## config.mk

```make
export PLATFORM = sky130hd
export DESIGN_NAME = four_bit_subtractor_flat
export DESIGN_NICKNAME = d
export VERILOG_FILES = /design/src/rtl/four_bit_subtractor_pkg.sv /design/src/rtl/four_bit_subtractor_if.sv /design/src/rtl/full_subtractor.sv /design/src/rtl/four_bit_subtractor.sv /design/src/flat_wrapper.sv
export SDC_FILE = /design/constraint.sdc
export NUM_CORES = 1
export LEC_CHECK = 0
export BUFFER_PORTS_ARGS = -buffer_cell sky130_fd_sc_hd__buf_2
export CAP_MARGIN = 10
export CORE_AREA = 2 2 39 41
export CTS_CLUSTER_SIZE = 28
export DETAILED_ROUTE_END_ITERATION = 8
export DIE_AREA = 0 0 41 43
export GPL_TIMING_DRIVEN = 0
export PLACE_DENSITY_LB_ADDON = 0.3
export SLEW_MARGIN = 30
export SYNTH_ARGS = -nofsm -noshare
export SYNTH_HDL_FRONTEND = slang
export SYNTH_HIERARCHICAL = 1
export SYNTH_SLANG_ARGS = --single-unit
```

## constraint.sdc

```tcl
create_clock -name clk -period 3.7 [get_ports clk]
set_input_delay 1.11 -clock clk [delete_from_list [all_inputs] [get_ports clk]]
set_output_delay 1.11 -clock clk [all_outputs]
set_load 0.1 [all_outputs]
```

## src/rtl/four_bit_subtractor_pkg.sv

```systemverilog
// Shared constants for the subtractor slice of the ALU datapath.
// DATA_WIDTH is the default operand width for the subtractor and its bus.
package four_bit_subtractor_pkg;

  localparam int DATA_WIDTH = 4;

  // Registered result as seen on the bus: borrow above the difference bits.
  typedef struct packed {
    logic                  borrow;
    logic [DATA_WIDTH-1:0] diff;
  } sub_result_t;

endpackage : four_bit_subtractor_pkg

```

## src/rtl/four_bit_subtractor_if.sv

```systemverilog
// Operand/result bus of the subtractor. The master drives X/Y; the slave returns diff/borrow.
// Free-running: no valid/ready. Every rising clk samples X/Y, and the result is presented one edge later.
interface four_bit_subtractor_if
  import four_bit_subtractor_pkg::*;
#(
  parameter int WIDTH = DATA_WIDTH
);

  logic [WIDTH-1:0] X;
  logic [WIDTH-1:0] Y;
  logic [WIDTH-1:0] diff;
  logic             borrow;

  modport master (
    output X,
    output Y,
    input  diff,
    input  borrow
  );

  modport slave (
    input  X,
    input  Y,
    output diff,
    output borrow
  );

endinterface : four_bit_subtractor_if

```

## src/rtl/full_subtractor.sv

```systemverilog
// One-bit full subtractor computing x - y - bin, with borrow-out.
// This cell is purely combinational and is chained LSB to MSB by the top.
module full_subtractor (
  input  logic x,
  input  logic y,
  input  logic bin,
  output logic d,
  output logic bout
);

  assign d    = x ^ y ^ bin;
  // Borrow occurs when y exceeds x, or when the bits tie and a borrow is already pending.
  assign bout = (~x & y) | (~(x ^ y) & bin);

endmodule : full_subtractor

```

## src/rtl/four_bit_subtractor.sv

```systemverilog
// Registered unsigned subtractor: diff = (X - Y) mod 2^WIDTH, borrow = (X < Y).
// A ripple chain of full_subtractor cells feeds one output register with a synchronous reset.
module four_bit_subtractor
  import four_bit_subtractor_pkg::*;
#(
  parameter int WIDTH = DATA_WIDTH
) (
  input  logic                 clk,
  input  logic                 rst_n,
  four_bit_subtractor_if.slave bus
);

  logic [WIDTH:0]   borrow_chain;
  logic [WIDTH-1:0] diff_d;
  logic             borrow_d;
  logic [WIDTH-1:0] diff_q;
  logic             borrow_q;

  assign borrow_chain[0] = 1'b0;

  for (genvar i = 0; i < WIDTH; i++) begin : g_bit
    full_subtractor u_fs (
      .x    (bus.X[i]),
      .y    (bus.Y[i]),
      .bin  (borrow_chain[i]),
      .d    (diff_d[i]),
      .bout (borrow_chain[i+1])
    );
  end

  assign borrow_d = borrow_chain[WIDTH];

  // Reset drops the operands sampled on that edge; results resume on the first edge with rst_n high.
  always_ff @(posedge clk) begin
    if (!rst_n) begin
      diff_q   <= '0;
      borrow_q <= 1'b0;
    end else begin
      diff_q   <= diff_d;
      borrow_q <= borrow_d;
    end
  end

  assign bus.diff   = diff_q;
  assign bus.borrow = borrow_q;

endmodule : four_bit_subtractor

```

## src/flat_wrapper.sv

```systemverilog
// flat-port wrapper written by rule: the top's interface ports become plain ports
module four_bit_subtractor_flat import four_bit_subtractor_pkg::*;
#(
  parameter int WIDTH = DATA_WIDTH
)
  (clk, rst_n, bus_X, bus_Y, bus_diff, bus_borrow);
  four_bit_subtractor_if #(.WIDTH(WIDTH)) bus_i ();
  input  logic clk;
  input  logic rst_n;
  input wire logic [$bits(bus_i.X)-1:0] bus_X;
  input wire logic [$bits(bus_i.Y)-1:0] bus_Y;
  output wire logic [$bits(bus_i.diff)-1:0] bus_diff;
  output wire logic [$bits(bus_i.borrow)-1:0] bus_borrow;
  assign bus_i.X = bus_X;
  assign bus_i.Y = bus_Y;
  assign bus_diff = bus_i.diff;
  assign bus_borrow = bus_i.borrow;
  four_bit_subtractor #(.WIDTH(WIDTH)) u_core (.clk(clk), .rst_n(rst_n), .bus(bus_i));
endmodule
```

== Word-level counts from Yosys, hierarchy flattened ==
Cells that the tools add are included.

* Register bits after elaboration: 5
* Input port bits: 10
* Output and inout port bits: 5

* Bitwise gates (word level): 24

{| class="wikitable"
|+ Operators with widths
! operator !! number
|-
| bitwise AND 1 bit || 7
|-
| NOT 1 bit || 7
|-
| XOR 1 bit || 7
|-
| OR 1 bit || 3
|}

== Depth between registers and ports, before layout ==
Gate-level depths: netlist of the first run.

* Word-level depth: 8
* Depth in mapped cells: 13
* Gate-level depth less buffers: 13

== Hierarchy ==
Netlist of the first run, hierarchy kept.

{| class="wikitable"
|+ Modules (own cells, without submodules)
! module !! instances !! cells an instance !! area an instance (µm²) !! seq. area each (µm²)
|-
| four_bit_subtractor || 1 || 11 || 135.1 || 100.1
|-
| full_subtractor || 4 || 4 || 31.3 || 0.0
|}

== Worst setup path after synthesis of the first run ==
Ideal clock, no wire load.

* Path kind: in2reg
* Start: input port bus_Y[0]
* End: register u_core.diff_q[3], in the netlist u_core/bus.diff[3]
* Library setup time: 115 ps
* Data arrival time: 3,057 ps
* Path slack: 528 ps
* Stages: 12
* Buffers on the path: 0
* Path through: inv_1 -> fa_1 -> inv_1 -> inv_1 -> fa_1 -> inv_1 -> inv_1 -> fa_1 -> inv_1 -> inv_1 -> fa_1 -> and2_1

* Longest elaborated chain between the ends: 6

{| class="wikitable"
|+ RTL lines
! element !! line !! text
|-
| start: declaration || flat_wrapper.sv:11 || <nowiki>input wire logic [$bits(bus_i.Y)-1:0] bus_Y;</nowiki>
|-
| bitwise AND 1 bit || full_subtractor.sv:13 || <nowiki>assign bout = (~x & y) | (~(x ^ y) & bin);</nowiki>
|-
| named net u_core.borrow_chain[1] || four_bit_subtractor.sv:13 || <nowiki>logic [WIDTH:0] borrow_chain;</nowiki>
|-
| bitwise AND 1 bit || full_subtractor.sv:13 ||
|-
| OR 1 bit || full_subtractor.sv:13 ||
|-
| named net u_core.borrow_chain[2] || four_bit_subtractor.sv:13 ||
|-
| bitwise AND 1 bit || full_subtractor.sv:13 ||
|-
| OR 1 bit || full_subtractor.sv:13 ||
|-
| named net u_core.borrow_chain[3] || four_bit_subtractor.sv:13 ||
|-
| XOR 1 bit || full_subtractor.sv:11 || <nowiki>assign d = x ^ y ^ bin;</nowiki>
|-
| named net u_core.diff_d[3] || four_bit_subtractor.sv:14 || <nowiki>logic [WIDTH-1:0] diff_d;</nowiki>
|-
| end signal: assignment || four_bit_subtractor.sv:39 || <nowiki>diff_q <= diff_d;</nowiki>
|-
| end: declaration || four_bit_subtractor.sv:16 || <nowiki>logic [WIDTH-1:0] diff_q;</nowiki>
|}

The timed path passes the listed nets, and every way through them passes these cells.
A chain may end at the register's enable or synchronous reset.

== Worst setup path in the final report of the first run ==
Same ends and word-level chain as after synthesis.

==> out/results.txt, run 1 <==
Top FF cell, synth: dfxtp_1
vias in the first global route: 185
maximum vdd drop: 0.00009240 V
mean routed wirelength per cell: 5.787 µm
first-pass GRT wire length: 648 µm
gr usage total: 6.143%
Port Buffer Count: 14
Yosys cell types: 5
CTS hold repair buffers: 0
Mapped Area: 260.3 µm²
TritonCTS clock tree: built
crit-path cells: buf_2 -> inv_1 -> fa_1 -> inv_1 -> inv_1 -> fa_1 -> inv_1 -> inv_1 -> fa_1 -> inv_1 -> inv_1 -> fa_1 -> and2_1
Worst EP required: 3830 ps
Die ar.: 0.001763 mm²
max-cap viol count: 0
EDFF count, synth: 0
DRC Markers: 0
Congestion Overflow GR: 0
CP most frequent cell: inv_1
Num CTS Buffers: 3
DIE HEIGHT: 43 µm
Synth top area share: 38.46%
Power Density: 513.1 mW/mm²
most frequent cells after synthesis: 12 x inv_1, 5 x and2_1, 5 x dfxtp_1, 4 x fa_1, 1 x conb_1
Crit Path Class: in2reg
Ports: 15
kind of end point of the critical path: register
Post-CTS Setup Repair Bufs: 0
slowest stage delay, CP: 420 ps
final hold vios: 0
H-tree lvl count: 1
1st-iter DRT viols: 2
worst-path fanout max: 1
Slew Viols, Final: 0
Resized Gates After CTS: 0
DIE WIDTH: 41 µm
Tightest Hold Check Type: in2reg
most common cell in the netlist: inv_1
Pre-antenna DRT Iters: 2
post-route setup TNS: 0 ps
asr flop ratio synth: 0%
WP data arrival: 3190 ps
Post-Route WL: 353 µm
clock slew at reported path FFs: 40 ps
Synth-to-Final Area Change: 44.71%
post-DR vias/cell: 3.180
syn nets: 41
antenna-violating nets left: 0
fin nets: 60
post-synthesis area per instance: 9.639 µm²
final worst path period need: 3060 ps
synthesis-stage register bit count: 5
RD Place Congestion: 0.5741
RSZ-0062 raised after global routing: no
Root Buffer: clkbuf_4
Synth area leaders: dfxtp_1 38%, fa_1 31%, inv_1 17%
cell type with the largest total area after synthesis: dfxtp_1
CP max stage cell: fa_1
leakage: 0.2205 nW
Ys Warns: 6
Seq/Total Area, Yosys: 38.46%
Vias: 194
Max clock buf depth: 2
total power: 0.1933 mW
CP Launch Type: primary input
antenna cells: 0
Clock Sinks: 5
Initial Util: 18.81%
Final period util: 82.70%
Post-Syn Instances: 27
status: complete, no violations
Site Rows: 14
largest net degree at the start of global routing: 6
Final setup viols: 0
share of cells above drive strength 1: 37.78%
fmax: 0.3268 GHz
initial antenna violation count: 0
Core ar.: 0.001384 mm²
path summary, 6_finish.rpt:
kind	slack, ps	from	cells past startpoint	endpoint
max	640	bus_Y[0]	13	u_core/bus.diff[3]$_SDFF_PN0_
min	1120	rst_n	2	u_core/bus.borrow$_SDFF_PN0_
metal layers:
metal / track usage (%) / part of all wire [%]
met5: 0 / 0
met4: 10.00 / 0
met3: 2.094 / 15
met2: 7.813 / 53
met1: 5.519 / 32
layout by cell type (no fill, tap or decap):
master / synthesis / routed
buf_2: 0 / 14
inv_1: 12 / 12
and2_1: 5 / 5
dfxtp_1: 5 / 5
fa_1: 4 / 4
clkbuf_4: 0 / 3
clkbuf_1: 0 / 1
conb_1: 1 / 1
where the power goes:
group / total (mW) / switching, mW / internal [mW]
Clock: 0.0626 / 0.0219 / 0.0407
Combinational: 0.0695 / 0.0553 / 0.0142
Sequential: 0.0612 / 0.000983 / 0.0602
Total: 0.193 / 0.0782 / 0.115
kinds of logic (layout without fill, tap and decap cells):
family | after synthesis | count (layout) | synth area share [%]
buffers and inverters | 12 | 30 | 17.31
other | 1 | 1 | 1.441
adders and majority gates | 4 | 4 | 30.77
and+or+nand+nor | 5 | 5 | 12.02
DFF | 5 | 5 | 38.46
registers in the layout, indices dropped and copies added, names as in the netlist:
| name | cells |
|---|---|
| u_core/bus.borrow | 1 |
| u_core/bus.diff | 4 |
layout make-up:
| cell class | instances | area, µm² |
|---|---|---|
| Fill cell | 158 | 1007 |
| Multi-Input combinational cell | 10 | 115.1 |
| Sequential cell | 5 | 100.1 |
| Timing Repair Buffer | 14 | 70.07 |
| Inverter | 12 | 45.04 |
| Clock buffer | 4 | 26.28 |
| Tap cell | 16 | 20.02 |
metrics by stage:
step / cell area [µm²] / hold slack (ps) / setup slack [ps] / instances / util (%)
floorplan: 260.3 / 1232 / 527.9 / 27 / -
global placement: 350.3 / 1373 / 367.5 / 57 / 25.32
detailed placement: 350.3 / 1377 / 361.1 / 57 / 25.32
CTS: 376.6 / 1119 / 619.5 / 61 / 27.22
global route: 376.6 / 1123 / 506.4 / 61 / 27.22
finish: 376.6 / 1123 / 640.2 / 61 / 27.22
critical path: cells and delay by family:
kind / cells / cell delay (ps)
simple gates: 1 / 160
fa+ha+maj: 4 / 1520
buf+inv: 8 / 410
No activity file was read; power rests on OpenSTA's default activity.
==> run 2: changes to the inputs <==
==> constraint.sdc (replaced) <==
create_clock -name clk -period 2.6 [get_ports clk]
set_input_delay 0.78 -clock clk [delete_from_list [all_inputs] [get_ports clk]]
set_output_delay 0.78 -clock clk [all_outputs]
set_load 0.1 [all_outputs]
==> out/results.txt, run 2 (same netlist as run 1, synthesis figures left out) <==
gr usage total: 4.238%
post-DR vias/cell: 3.131
RSZ-0062 raised after global routing: yes
final worst path period need: 2557 ps
Crit Path Class: in2reg
Power Density: 714.0 mW/mm²
antenna cells: 0
fillers: 163
area of the multi-input gates: 122.6 µm²
worst-path fanout max: 1
final hold vios: 0
fin nets: 60
Port Buffer Count: 14
Num CTS Buffers: 3
Slew Viols, Final: 0
DIE HEIGHT: 43 µm
status: complete, no violations
mean routed wirelength per cell: 5.656 µm
CP most frequent cell: inv_1
TritonCTS clock tree: built
vias in the first global route: 141
Max clock buf depth: 2
first-pass GRT wire length: 448 µm
CP Launch Type: primary input
final HPWL from detailed placement: 318.4 µm
slowest stage delay, CP: 410 ps
Synth-to-Final Area Change: 47.60%
DRC Markers: 0
Initial Util: 18.81%
commonest non-fill, non-tap cell in the layout: buf_2
crit-path cells: buf_2 -> fa_2 -> inv_2 -> inv_1 -> fa_2 -> inv_1 -> inv_1 -> fa_2 -> inv_2 -> inv_1 -> fa_1 -> and2_1
Tightest Hold Check Type: in2reg
max-cap viol count: 0
RD Place Congestion: 0.5973
Post-CTS Setup Repair Bufs: 0
Die ar.: 0.001763 mm²
fmax: 0.3910 GHz
hold slack: 794.5 ps
max reg flops: 4
initial antenna violation count: 0
clock slew at reported path FFs: 40 ps
Core ar.: 0.001384 mm²
kind of end point of the critical path: register
placed instance count: 57
Worst EP required: 2730 ps
Congestion Overflow GR: 0
Pre-antenna DRT Iters: 3
WP data arrival: 2690 ps
Final setup viols: 0
DIE WIDTH: 41 µm
Clock Sinks: 5
Root Buffer: clkbuf_4
Vias: 191
maximum vdd drop: 0.0001082 V
commonest non-fill, non-tap cells in the layout: 14 x buf_2, 10 x inv_1, 5 x and2_1, 5 x dfxtp_1
Site Rows: 14
CP max stage cell: fa_1
Seq. cell area: 100.1 µm²
Post-Route WL: 345 µm
antenna-violating nets left: 0
largest net degree at the start of global routing: 6
final core utilization: 27.76%
leakage: 0.2158 nW
1st-iter DRT viols: 5
fin cells: 61
post-route setup TNS: 0 ps
H-tree lvl count: 1
share of cells above drive strength 1: 48.89%
Final period util: 98.36%
Ports: 15
## run 2: cell counts in the layout (fill, tap and decap cells not counted)
No cell type changed its count.
## run 2: area by class of cell
cell class | count | share of cell area (%)
Tap cell | 16 | 5.212
Multi-Input combinational cell | 10 | 31.92
Sequential cell | 5 | 26.06
Clock buffer | 4 | 6.840
Inverter | 12 | 11.73
Timing Repair Buffer | 14 | 18.24
## run 2: final timing paths
kind,cells past startpoint,to,start
worst min-delay path,2,u_core/bus.diff[0]$_SDFF_PN0_,rst_n
worst max-delay path,12,u_core/bus.diff[3]$_SDFF_PN0_,bus_X[0]
## run 2: per-layer routing
metal	GRT usage, %	wire length, µm	vias to the layer above
li1	-	-	103
met4	6.000	0	0
met2	5.938	172	9
met1	3.595	118	79
met5	0	0	-
met3	1.571	54	0
## run 2: power breakdown
part | total (mW) | switching [mW] | internal (mW) | leakage, nW
sequential | 0.0873 | 0.00156 | 0.0857 | 0.0417
combinational | 0.101 | 0.0797 | 0.0210 | 0.159
clock | 0.0862 | 0.0284 | 0.0578 | 0.0150
## run 2: per-stage QoR
step	worst slack, ps	instance area [µm²]	power, mW
after floorplan	-54.39	267.8	0.1707
after global placement	-215.2	357.8	0.1900
after detailed placement	-206.0	357.8	0.1898
after CTS	50.72	384.1	0.2806
after global routing	-19.19	384.1	0.2929
final	42.74	384.1	0.2743
## run 2: repair_timing
action,CTS,global route
endpoints found under the setup margin,0,1
gates resized for setup,0,2
hold buffers,0,0
## run 2: critical path: cells and delay by family
family / cells / cell delay [ps]
fa+ha+maj: 4 / 1380
buf+inv: 7 / 380
simple gates: 1 / 140
==> run 3: changes to the inputs <==
--- a/config.mk
+++ b/config.mk
@@ -8,6 +8,7 @@
 export BUFFER_PORTS_ARGS = -buffer_cell sky130_fd_sc_hd__buf_2
 export CAP_MARGIN = 10
 export CORE_AREA = 2 2 39 41
+export CTS_BUF_LIST = sky130_fd_sc_hd__clkbuf_2
 export CTS_CLUSTER_SIZE = 28
 export DETAILED_ROUTE_END_ITERATION = 8
 export DIE_AREA = 0 0 41 43
==> constraint.sdc (replaced) <==
create_clock -name clk -period 3.1 [get_ports clk]
set_input_delay 0.93 -clock clk [delete_from_list [all_inputs] [get_ports clk]]
set_output_delay 0.93 -clock clk [all_outputs]
set_load 0.1 [all_outputs]
==> out/results.txt, run 3 (same netlist as run 1, synthesis figures left out) <==
status: complete, no violations
maximum vdd drop: 0.0001049 V
vias in the first global route: 175
RD Place Congestion: 0.5741
CP Launch Type: primary input
max reg flops: 4
total power: 0.2155 mW
Worst EP required: 3210 ps
commonest non-fill, non-tap cell in the layout: buf_2
final worst path period need: 2899 ps
Port Buffer Count: 14
DIE HEIGHT: 43 µm
1st-iter DRT viols: 0
initial antenna violation count: 0
gr usage total: 5.841%
Tightest Hold Check Type: in2reg
Slew Viols, Final: 0
slowest stage delay, CP: 420 ps
CTS hold repair buffers: 0
antenna cells: 0
final hold vios: 0
Synth-to-Final Area Change: 42.31%
leakage: 0.2221 nW
mean routed wirelength per cell: 5.525 µm
Vias: 199
max-cap viol count: 0
share of cells above drive strength 1: 40.00%
min-delay src: rst_n
largest net degree at the start of global routing: 6
Crit. Startpoint: bus_Y[0]
CP max stage cell: fa_1
Post-CTS Setup Repair Bufs: 0
fin nets: 60
Initial Util: 18.81%
Final setup viols: 0
Core ar.: 0.001384 mm²
Power Density: 582.0 mW/mm²
Top delay family on crit path: adder cells
worst-path fanout max: 1
Crit Path Class: in2reg
commonest non-fill, non-tap cells in the layout: 14 x buf_2, 12 x inv_1, 5 x and2_1, 5 x dfxtp_1
post-route setup TNS: 0 ps
Ports: 15
fin cells: 61
placed instance count: 57
DIE WIDTH: 41 µm
crit-path cells: buf_2 -> inv_1 -> fa_1 -> inv_1 -> inv_1 -> fa_1 -> inv_1 -> inv_1 -> fa_1 -> inv_1 -> inv_1 -> fa_1 -> and2_1
Die ar.: 0.001763 mm²
post-DR vias/cell: 3.262
fmax: 0.3449 GHz
DRC Markers: 0
Resized Gates After CTS: 0
Num CTS Buffers: 3
CP most frequent cell: inv_1
TritonCTS clock tree: built
WP data arrival: 3010 ps
Post-Route WL: 337 µm
Clock Sinks: 5
Max clock buf depth: 2
Pre-antenna DRT Iters: 1
Congestion Overflow GR: 0
Root Buffer: clkbuf_2
clock slew at reported path FFs: 60 ps
H-tree lvl count: 1
Site Rows: 14
Final period util: 93.52%
RSZ-0062 raised after global routing: no
first-pass GRT wire length: 634 µm
antenna-violating nets left: 0
kind of end point of the critical path: register
Buffers & Inverters on Critical Path: 8
## run 3: cell count changes in the layout (fill, tap and decap cells not counted)
cell,delta
inv_1,+2
fa_1,+3
clkbuf_1,-1
fa_2,-3
clkbuf_2,+4
inv_2,-2
clkbuf_4,-3
## run 3: final cells by class
cell class / instances / area [µm²]
clock buffer: 4 / 20.02
fill: 161 / 1013
timing repair buffer: 14 / 70.07
tap: 16 / 20.02
sequential: 5 / 100.1
inverter: 12 / 45.04
multi-input combinational: 10 / 115.1
## run 3: layer usage
metal	GRT usage, %	vias to the layer above	wire, µm
met3	2.094	2	49
met5	0	-	0
met1	5.519	84	113
met4	8.000	0	17
li1	-	102	-
met2	7.813	11	157
## run 3: path summary, 6_finish.rpt
path | end | cells after the start | slack (ps)
setup / recovery | u_core/bus.diff[3]$_SDFF_PN0_ | 13 | 200
hold / removal | u_core/bus.borrow$_SDFF_PN0_ | 2 | 960
## run 3: per-stage QoR
stage          cell area, µm²  setup WS, ps  hold slack [ps]  utilization, %
6_report                370.4         200.9            960.6           26.76
5_1_grt                 370.4         77.98            953.9           26.76
4_1_cts                 370.4         178.7            960.9           26.76
3_5_place_dp            350.3        -58.89             1197           25.32
3_3_place_gp            350.3        -52.55             1193           25.32
2_1_floorplan           260.3         107.9             1052               -
## run 3: power by group
part           switching (mW)  total [mW]  internal, mW
clock                  0.0258      0.0599        0.0341
sequential            0.00119      0.0728        0.0716
combinational          0.0659      0.0828        0.0169
total                  0.0929       0.216         0.123
